<file path="src/rtl/tone_pkg.sv">
// Shared types and constants for the tone generator / tone meter family.
package tone_pkg;

    localparam int unsigned DIV_W = 26;

    typedef enum logic [1:0] {
        TM_IDLE    = 2'd0,
        TM_ARM     = 2'd1,
        TM_MEASURE = 2'd2
    } tm_state_t;

endpackage

</file>
<file path="src/rtl/tone_meter_if.sv">
// Control and result signals of the tone meter, split into master/slave views.
interface tone_meter_if #(
    parameter int unsigned DIV_W = tone_pkg::DIV_W
);
    logic             en;
    logic             sig_in;
    logic [DIV_W-1:0] div_out;
    logic             valid;
    logic             locked;
    logic             timeout;

    modport master (output en, output sig_in,
                    input div_out, input valid, input locked, input timeout);
    modport slave  (input en, input sig_in,
                    output div_out, output valid, output locked, output timeout);
endinterface

</file>
<file path="src/rtl/tone_meter_sync_edge.sv">
// Two-flop synchroniser plus history flop; flags every rising and falling edge.
module sync_edge (
    input  logic clk,
    input  logic rst,
    input  logic din,
    output logic sig_edge
);
    logic s1, s2, hist;

    always_ff @(posedge clk) begin
        if (rst) begin
            s1   <= 1'b0;
            s2   <= 1'b0;
            hist <= 1'b0;
        end else begin
            s1   <= din;
            s2   <= s1;
            hist <= s2;
        end
    end

    assign sig_edge = s2 ^ hist;
endmodule

</file>
<file path="src/rtl/tone_meter.sv">
// Measures the half-period of a square wave as a tone-generator div value,
// with lock qualification and a no-edge timeout.
module tone_meter #(
    parameter int unsigned DIV_W    = tone_pkg::DIV_W,
    parameter int unsigned MAX_HALF = (2 ** 26) - 1,
    parameter int unsigned TOL      = 2,
    parameter int unsigned LOCK_N   = 4
) (
    input logic         clk,
    input logic         rst,
    tone_meter_if.slave bus
);
    import tone_pkg::*;

    localparam int unsigned      MW     = $clog2(LOCK_N + 1);
    localparam logic [DIV_W-1:0] MAX_C  = DIV_W'(MAX_HALF);
    localparam logic [DIV_W-1:0] TOL_C  = DIV_W'(TOL);
    localparam logic [DIV_W-1:0] ONE_C  = DIV_W'(1);
    localparam logic [MW-1:0]    LOCK_C = MW'(LOCK_N);

    tm_state_t        state;
    logic [DIV_W-1:0] cnt;
    logic [DIV_W-1:0] hprev;
    logic [DIV_W-1:0] diff;
    logic [MW-1:0]    match_cnt;
    logic             have_prev;
    logic             sig_edge;
    logic             is_match;

    sync_edge u_sync (
        .clk      (clk),
        .rst      (rst),
        .din      (bus.sig_in),
        .sig_edge (sig_edge)
    );

    // Larger minus smaller keeps the distance unsigned without a wider datapath.
    always_comb begin
        diff     = (cnt >= hprev) ? (cnt - hprev) : (hprev - cnt);
        is_match = have_prev && (diff <= TOL_C);
    end

    always_ff @(posedge clk) begin
        if (rst) begin
            state       <= TM_IDLE;
            cnt         <= '0;
            hprev       <= '0;
            match_cnt   <= '0;
            have_prev   <= 1'b0;
            bus.div_out <= '0;
            bus.valid   <= 1'b0;
            bus.locked  <= 1'b0;
            bus.timeout <= 1'b0;
        end else begin
            bus.valid   <= 1'b0;
            bus.timeout <= 1'b0;
            if (!bus.en) begin
                state      <= TM_IDLE;
                cnt        <= '0;
                match_cnt  <= '0;
                bus.locked <= 1'b0;
            end else begin
                case (state)
                    TM_IDLE: begin
                        cnt        <= '0;
                        match_cnt  <= '0;
                        bus.locked <= 1'b0;
                        state      <= TM_ARM;
                    end
                    TM_ARM: begin
                        if (sig_edge) begin
                            cnt       <= ONE_C;
                            have_prev <= 1'b0;
                            state     <= TM_MEASURE;
                        end
                    end
                    TM_MEASURE: begin
                        // An edge on the limit cycle is still a measurement.
                        if (sig_edge) begin
                            bus.div_out <= cnt - ONE_C;
                            bus.valid   <= 1'b1;
                            cnt         <= ONE_C;
                            if (is_match) begin
                                if (match_cnt < LOCK_C)
                                    match_cnt <= match_cnt + 1'b1;
                                if (match_cnt >= LOCK_C - 1'b1)
                                    bus.locked <= 1'b1;
                            end else begin
                                match_cnt  <= '0;
                                bus.locked <= 1'b0;
                            end
                            hprev     <= cnt;
                            have_prev <= 1'b1;
                        end else if (cnt == MAX_C) begin
                            bus.timeout <= 1'b1;
                            bus.locked  <= 1'b0;
                            match_cnt   <= '0;
                            state       <= TM_ARM;
                        end else begin
                            cnt <= cnt + ONE_C;
                        end
                    end
                    default: state <= TM_IDLE;
                endcase
            end
        end
    end
endmodule

</file>
<file path="src/flat_wrapper.sv">
// flat-port wrapper written by rule: the top's interface ports become plain ports
module tone_meter_flat import tone_pkg::*;
#(
    parameter int unsigned DIV_W    = tone_pkg::DIV_W,
    parameter int unsigned MAX_HALF = (2 ** 26) - 1,
    parameter int unsigned TOL      = 2,
    parameter int unsigned LOCK_N   = 4
)
  (clk, rst, bus_en, bus_sig_in, bus_div_out, bus_valid, bus_locked, bus_timeout);
  tone_meter_if #(.DIV_W(DIV_W)) bus_i ();
  input logic clk;
  input logic rst;
  input wire logic [$bits(bus_i.en)-1:0] bus_en;
  input wire logic [$bits(bus_i.sig_in)-1:0] bus_sig_in;
  output wire logic [$bits(bus_i.div_out)-1:0] bus_div_out;
  output wire logic [$bits(bus_i.valid)-1:0] bus_valid;
  output wire logic [$bits(bus_i.locked)-1:0] bus_locked;
  output wire logic [$bits(bus_i.timeout)-1:0] bus_timeout;
  assign bus_i.en = bus_en;
  assign bus_i.sig_in = bus_sig_in;
  assign bus_div_out = bus_i.div_out;
  assign bus_valid = bus_i.valid;
  assign bus_locked = bus_i.locked;
  assign bus_timeout = bus_i.timeout;
  tone_meter #(.DIV_W(DIV_W), .MAX_HALF(MAX_HALF), .TOL(TOL), .LOCK_N(LOCK_N)) u_core (.clk(clk), .rst(rst), .bus(bus_i));
endmodule
</file>
<file path="config.mk">
export PLATFORM = sky130hd
export DESIGN_NAME = tone_meter_flat
export DESIGN_NICKNAME = d
export VERILOG_FILES = /design/src/rtl/tone_pkg.sv /design/src/rtl/tone_meter_if.sv /design/src/rtl/tone_meter_sync_edge.sv /design/src/rtl/tone_meter.sv /design/src/flat_wrapper.sv
export SDC_FILE = /design/constraint.sdc
export NUM_CORES = 1
export LEC_CHECK = 0
export CORE_AREA = 2 2 112 114
export DETAILED_ROUTE_END_ITERATION = 12
export DIE_AREA = 0 0 114 116
export PLACE_DENSITY = 0.8
export SLEW_MARGIN = 20
export SYNTH_ARGS = -nofsm -noshare
export SYNTH_HDL_FRONTEND = slang
export SYNTH_SLANG_ARGS = --single-unit
</file>
<file path="constraint.sdc">
create_clock -name clk -period 4.23 [get_ports clk]
set_clock_uncertainty 0.2 [all_clocks]
set_input_delay 0.846 -clock clk [delete_from_list [all_inputs] [get_ports clk]]
set_output_delay 0.846 -clock clk [all_outputs]
set_load 0.1 [all_outputs]
</file>
==> reports/qor.yml, run 1 <==
final_layout:
  n_antenna_cell: 0
  final_net_count: 1041
  syn_to_final_growth_pct: 9.90
  final_common_cell: "nand2_1"
  layout-drive-gt1-share_pct: 6.42
  mostFrequentLayoutCells: "nand2_1, nor2_1, a21oi_1, dfxtp_1, inv_1"
  final_core_util_pct: 66.8
worst_hold_path:
  hold_path_class: "reg2reg"
critical_path:
  cp.required_ps: 4240
  crit_path_top_delay_cell: "a2111oi_4"
  path_cells: "inv_1 > fa_1 > nand2b_1 > a21oi_1 > o311ai_2 > a2111oi_4 > nor3_4 > mux2_1 > o211ai_1 > nor4_1 > a32oi_1 > o31ai_2"
  critPathArrivalTime_ps: 4040
  critPathLaunchType: "flop"
  cp_num_buf_inv: 1
  crit_fanout: 10
  end_kind: "flop"
  critPathKind: "reg2reg"
  path_delay_family: "compound AO/OA/AOI/OAI gates"
  cp_slowest_stage_delay_ps: 470
timing:
  hold_slack_ps: 241
  worst_slew_pin_slew_ps: 1030
  fin_ws_ps: 203
  fin_crit_ps: 4030
  hold_viol_final: 0
  clock.fmax_mhz: 248
  rsz0062_at_grt: "false"
  slew_violations: 0
  maxSlewHeadroom_pct: 31.2
  fin_crit_sh_pct: 95.2
  setup_tns_ps: 0
  setup_violations: 0
logic_synthesis:
  syn_nets: 1034
  yosys_warnings: 0
  avgSynthCellArea_sq_um: 7.47
  synthArstFlopShare_pct: 0
  ys_seq_area_share_pct: 24.9
  synth_edf_count: 0
  syn_inst: 969
  synthFlopType: "dfxtp_1"
  syn-cell-area_sq_um: 7240
  ys_types: 77
  ys_ff_latch: 90
routing:
  wl_per_cell_um: 17.8
  drt_iter0_markers: 550
  antenna_left: 0
  drt-pass1-iter-count: 5
  vias: 7139
  drc: 0
  vias_per_cell: 6.33
  routed_wl_mm: 20.1
floorplanning:
  die-area_sq_um: 13200
  pin_count: 33
  core_sq_um: 11900
  fp.dieH_um: 116
  die_w_um: 114
  num_rows: 40
  initial_core_util_pct: 60.8
place:
  hpwl_mm: 15.1
  io_buffers: 32
  preCtsSetupSlack_ps: 141
  gp_congestion: 1.00
clocking:
  cts_tree: "done"
  cts.htree.levels: 3
  numCtsBuffers: 9
  clk-insertion-delay-late_ps: 350
  clkTransAtPathRegs_ps: 70
  cts_root_buffer: "clkbuf_16"
  numClockSinks: 90
  clockBufferDepth: 2
  cts_hold_buf: 0
global_routing:
  grt_overflow_total: 0
  grt_pass1_vias: 6430
  grt_max_degree: 64
  grt_pass1_wl_mm: 32.3
  grtUsageTotal_pct: 30.5
  antenna_found_initial: 0
power_and_ir_drop:
  p_leak_nw: 3.06
  fin_total_pwr_mw: 1.71
  power_density_nw_per_um2: 215
  ir_worst_vdd_mv: 0.277
flow_run:
  cap_violations: 0
run_status:
  outcome: "completed"
## cells in the mapped netlist, drive strengths merged (8+ instances only)
cell type  count  area, sq um
or3           17          106
nand2        114          443
o21a          10         75.1
o31ai          9         77.6
a21oi         93          469
mux2i          8         80.1
xor2          16          140
ha            59          738
clkbuf        35          131
nand4         27          175
nor2          92          345
a21o          15          113
nor2b         10         62.6
o21ai         51          255
dfxtp         90         1800
nor4          12         90.1
xnor2         41          359
a311oi        12          105
nor3          25          130
buf           21          123
inv           62          233
a211oi        27          203
nand3         24          120
and3           8         50.1
a31oi         11         68.8
## path summary, 6_finish.rpt
kind / start / cells after the start / end / slack (ps)
worst max-delay path: u_core.cnt[1]$_SDFFE_PP0P_ / 12 / u_core.bus.locked$_SDFFE_PP0P_ / 200
worst min-delay path: u_core.u_sync.s1$_SDFF_PP0_ / 1 / u_core.u_sync.s2$_SDFF_PP0_ / 240
worst max register to register: u_core.cnt[1]$_SDFFE_PP0P_ / 12 / u_core.bus.locked$_SDFFE_PP0P_ / 200
worst min register to register: u_core.u_sync.s1$_SDFF_PP0_ / 1 / u_core.u_sync.s2$_SDFF_PP0_ / 240
## cells by family (layout without fill, tap and decap cells)
family	count (synthesis)	count (layout)	share of synthesized area [%]
buffers and inverters	118	130	6.72
AO/OA/AOI/OAI	280	280	25.9
AND/OR/NAND/NOR	354	354	23.6
multiplexers	9	9	1.26
adder cells (fa/ha/maj)	61	61	10.7
XOR/XNOR	57	57	6.89
flip-flops	90	90	24.9
## stage by stage
stage               instances  instance area (sq um)
finish                   1128                   7960
global route             1128                   7960
global placement         1112                   7650
detailed placement       1112                   7650
CTS                      1128                   7940
floorplan                 969                   7240
## cell type report
type | count | area, sq um
clock inverters | 4 | 52.6
fillers | 1004 | 3950
flip-flops and latches | 90 | 1800
clock buffers | 12 | 236
multi-input cells | 761 | 4970
inverters | 62 | 233
repair buffers | 52 | 478
well taps | 147 | 184
## worst reg2reg max path, delay by kind of cell (launching register included)
| family | cells | cell delay, ps |
|---|---|---|
| compound gates | 6 | 1750 |
| fa+ha+maj | 1 | 430 |
| buf+inv | 1 | 150 |
| flops | 1 | 450 |
| mux | 1 | 370 |
| simple gates | 3 | 550 |
## flip-flops by register name (all words and copies together), names as in the netlist, 2 cells and up
register,flops
u_core.bus.div_out,26
u_core.state,2
u_core.cnt,26
u_core.match_cnt,3
u_core.hprev,26
## power breakdown
group / internal, mW / total [mW] / switching (mW)
Clock: 0.460 / 0.809 / 0.349
Sequential: 0.849 / 0.851 / 0.00159
Combinational: 0.0167 / 0.0546 / 0.0379
Total: 1.33 / 1.71 / 0.388
## repair_timing
action | 4_1_cts | 5_1_grt
hold endpoints to repair | 0 | 0
setup buffers | 0 | 0
gates resized for setup | 0 | 4
setup endpoints to repair | 0 | 3
## routing by layer
layer  global-route usage [%]  part of all wire (%)  vias up
met4                     12.8                   3.6        0
met1                     43.0                    46     3316
li1                         -                     -     3481
met2                     47.5                    43      295
met3                     3.71                   6.8       47
met5                        0                     0        -
(Power assumes the default switching activity.)
==> inputs of run 2 (changes only) <==
RECOVER_POWER = 100   (was not set)
==> run 2 against run 1 <==
  * The run now ends with capacitance limit, slew limit left
  * Final cell count is the same
  * Flip-flop and latch count is the same
  * Non-clock buffer count is the same
  * Clock-buffer cell count is the same
  * Critical path depth is the same
  * Combinational power shrank 1%
==> reports/qor.yml, run 2 (same netlist as run 1, synthesis figures left out) <==
routing:
  vias_per_cell: 6.31  # was 6.33
  routed_wl_mm: 20.1  # about the same
  vias: 7122  # was 7139
  drt-pass1-iter-count: 5  # unchanged
  antenna_left: 0  # unchanged
  wl_per_cell_um: 17.8  # about the same
  drc: 0  # unchanged
  drt_iter0_markers: 499  # was 550
power_and_ir_drop:
  ir_worst_vdd_mv: 0.277  # about the same
  p_leak_nw: 3.16  # was 3.06 nW
  p_comb_share_pct: 3.1  # was 3.2%
  power.switching_fraction_pct: 22.6  # about the same
  clkPwrFrac_pct: 47.2  # about the same
  p_int_mw: 1.33  # about the same
  fin_total_pwr_mw: 1.71  # about the same
  p_switching_mw: 0.388  # about the same
  power_density_nw_per_um2: 216  # was 215 nW/um^2
  seqPwrFrac_pct: 49.7  # was 49.6%
final_layout:
  stdcell_area_sq_um: 7950  # was 7960 sq um
  syn_to_final_growth_pct: 9.78  # was 9.90%
  seqCellArea_sq_um: 1800  # unchanged
  fillers: 1008  # was 1004
  final_cells: 1128  # unchanged
  n_antenna_cell: 0  # unchanged
  final_net_count: 1041  # unchanged
  final_common_cell: "nand2_1"  # unchanged
  layout-drive-gt1-share_pct: 6.12  # was 6.42%
  mostFrequentLayoutCells: "nand2_1, nor2_1, a21oi_1, dfxtp_1, inv_1"  # unchanged
  reg.largest.list: "u_core.bus.div_out x26, u_core.cnt x26, u_core.hprev x26"  # unchanged
  multi_input_area_sq_um: 4970  # about the same
critical_path:
  critPathArrivalTime_ps: 4050  # was 4040 ps
  cp.required_ps: 4240  # about the same
  crit_path_top_delay_cell: "a2111oi_4"  # unchanged
  cp_slowest_stage_delay_ps: 470  # about the same
  end_kind: "flop"  # unchanged
  crit_fanout: 10  # unchanged
  critPathKind: "reg2reg"  # unchanged
  path_cells: "inv_1 > fa_1 > nand2b_1 > a21oi_1 > o311ai_2 > a2111oi_4 > nor3_4 > mux2_1 > o211ai_1 > nor4_1 > a32oi_1 > o31ai_2"  # unchanged
  critPathLaunchType: "flop"  # unchanged
timing:
  setup_violations: 0  # unchanged
  fin_crit_sh_pct: 95.5  # was 95.2%
  maxSlewHeadroom_pct: -47.3  # was 31.2%
  rsz0062_at_grt: "false"  # unchanged
  worst_slew_pin_slew_ps: 2210  # was 1030 ps
  hold_viol_final: 0  # unchanged
  fin_crit_ps: 4040  # was 4030 ps
  clock.fmax_mhz: 247  # was 248 MHz
  setup_tns_ps: 0  # unchanged
  slew_violations: 50  # was 0
clocking:
  cts_resized: 0  # unchanged
  clockBufferDepth: 2  # unchanged
  numClockSinks: 90  # unchanged
  cts.htree.levels: 3  # unchanged
  cts_root_buffer: "clkbuf_16"  # unchanged
  clkTransAtPathRegs_ps: 70  # about the same
  cts_tree: "done"  # unchanged
  post_cts_buffers: 0  # unchanged
  cts_hold_buf: 0  # unchanged
  numCtsBuffers: 9  # unchanged
  clk-insertion-delay-late_ps: 350  # about the same
global_routing:
  antenna_found_initial: 0  # unchanged
  grt_util_met3_pct: 3.71  # unchanged
  grt_pass1_wl_mm: 32.3  # unchanged
  met2_usage_pct: 47.5  # unchanged
  grt_overflow_total: 0  # unchanged
  grtUsageTotal_pct: 30.5  # unchanged
  grt_max_degree: 64  # unchanged
  grt_pass1_vias: 6430  # unchanged
  busiest_layer: "met2"  # unchanged
  met1_usage_pct: 43.0  # unchanged
place:
  dp.cells: 1112  # unchanged
  gp_congestion: 1.00  # unchanged
  hpwl_mm: 15.1  # unchanged
  io_buffers: 32  # unchanged
  placed_area_sq_um: 7650  # unchanged
run_status:
  outcome: "finished with violations"  # was completed
  violations: "capacitance limit, slew limit"
floorplanning:
  fp.dieH_um: 116  # unchanged
  die_w_um: 114  # unchanged
  num_rows: 40  # unchanged
  initial_core_util_pct: 60.8  # unchanged
  core_sq_um: 11900  # unchanged
  pin_count: 33  # unchanged
  die-area_sq_um: 13200  # unchanged
flow_run:
  cap_violations: 1  # was 0
worst_hold_path:
  hold_path_class: "reg2reg"  # unchanged
[run 2: cell count changes in the layout (fill, tap and decap cells not counted)]
cell	delta
clkbuf_1	+2
and3_2	-1
and3_1	+1
o21ai_1	-1
buf_2	-1
o21ai_0	+1
dlygate4sd3_1	+30
clkdlybuf4s50_1	-30
clkbuf_2	+1
buf_4	-2
[run 2: final timing paths]
check	from	to	slack [ps]	cells after the start
worst max-delay path	u_core.cnt[1]$_SDFFE_PP0P_	u_core.bus.locked$_SDFFE_PP0P_	190	12
worst min-delay path	u_core.u_sync.s1$_SDFF_PP0_	u_core.u_sync.s2$_SDFF_PP0_	240	1
worst max register to register	u_core.cnt[1]$_SDFFE_PP0P_	u_core.bus.locked$_SDFFE_PP0P_	190	12
worst min register to register	u_core.u_sync.s1$_SDFF_PP0_	u_core.u_sync.s2$_SDFF_PP0_	240	1
[run 2: power groups by stage]
stage	combinational [mW]	sequential (mW)	clock (mW)
4_1_cts	0.0534	0.851	0.811
6_report	0.0539	0.851	0.809
5_1_grt	0.0580	0.851	0.851
2_1_floorplan	0.0343	0.872	0
3_5_place_dp	0.0529	0.870	0
3_3_place_gp	0.0529	0.870	0
[run 2: critical path, delay by kind of cell, from the launching register on]
| family | cells | cell delay (ps) |
|---|---|---|
| fa+ha+maj | 1 | 430 |
| compound gates | 6 | 1760 |
| flops | 1 | 450 |
| mux | 1 | 370 |
| buf+inv | 1 | 150 |
| simple gates | 3 | 550 |
[run 2: layer usage]
| metal | wire length, um | vias up |
|---|---|---|
| li1 | - | 3474 |
| met1 | 9380 | 3313 |
| met2 | 8760 | 291 |
| met3 | 1250 | 44 |
| met4 | 698 | 0 |
| met5 | 0 | - |
[run 2: final cells by class]
| cell class | count | area share [%] |
|---|---|---|
| clock buffer | 12 | 2.97 |
| clock inverter | 4 | 0.661 |
| inverter | 62 | 2.93 |
| multi-input combinational | 761 | 62.5 |
| sequential | 90 | 22.7 |
| tap | 147 | 2.31 |
| timing repair buffer | 52 | 5.92 |
[run 2: metrics by stage]
stage / setup WS (ps) / utilization, % / hold WS (ps)
after floorplan: 562 / - / 214
after global placement: 207 / 64.2 / 219
after detailed placement: 141 / 64.2 / 231
after CTS: 130 / 66.6 / 247
after global routing: 2.62 / 66.7 / 266
final: 188 / 66.7 / 239
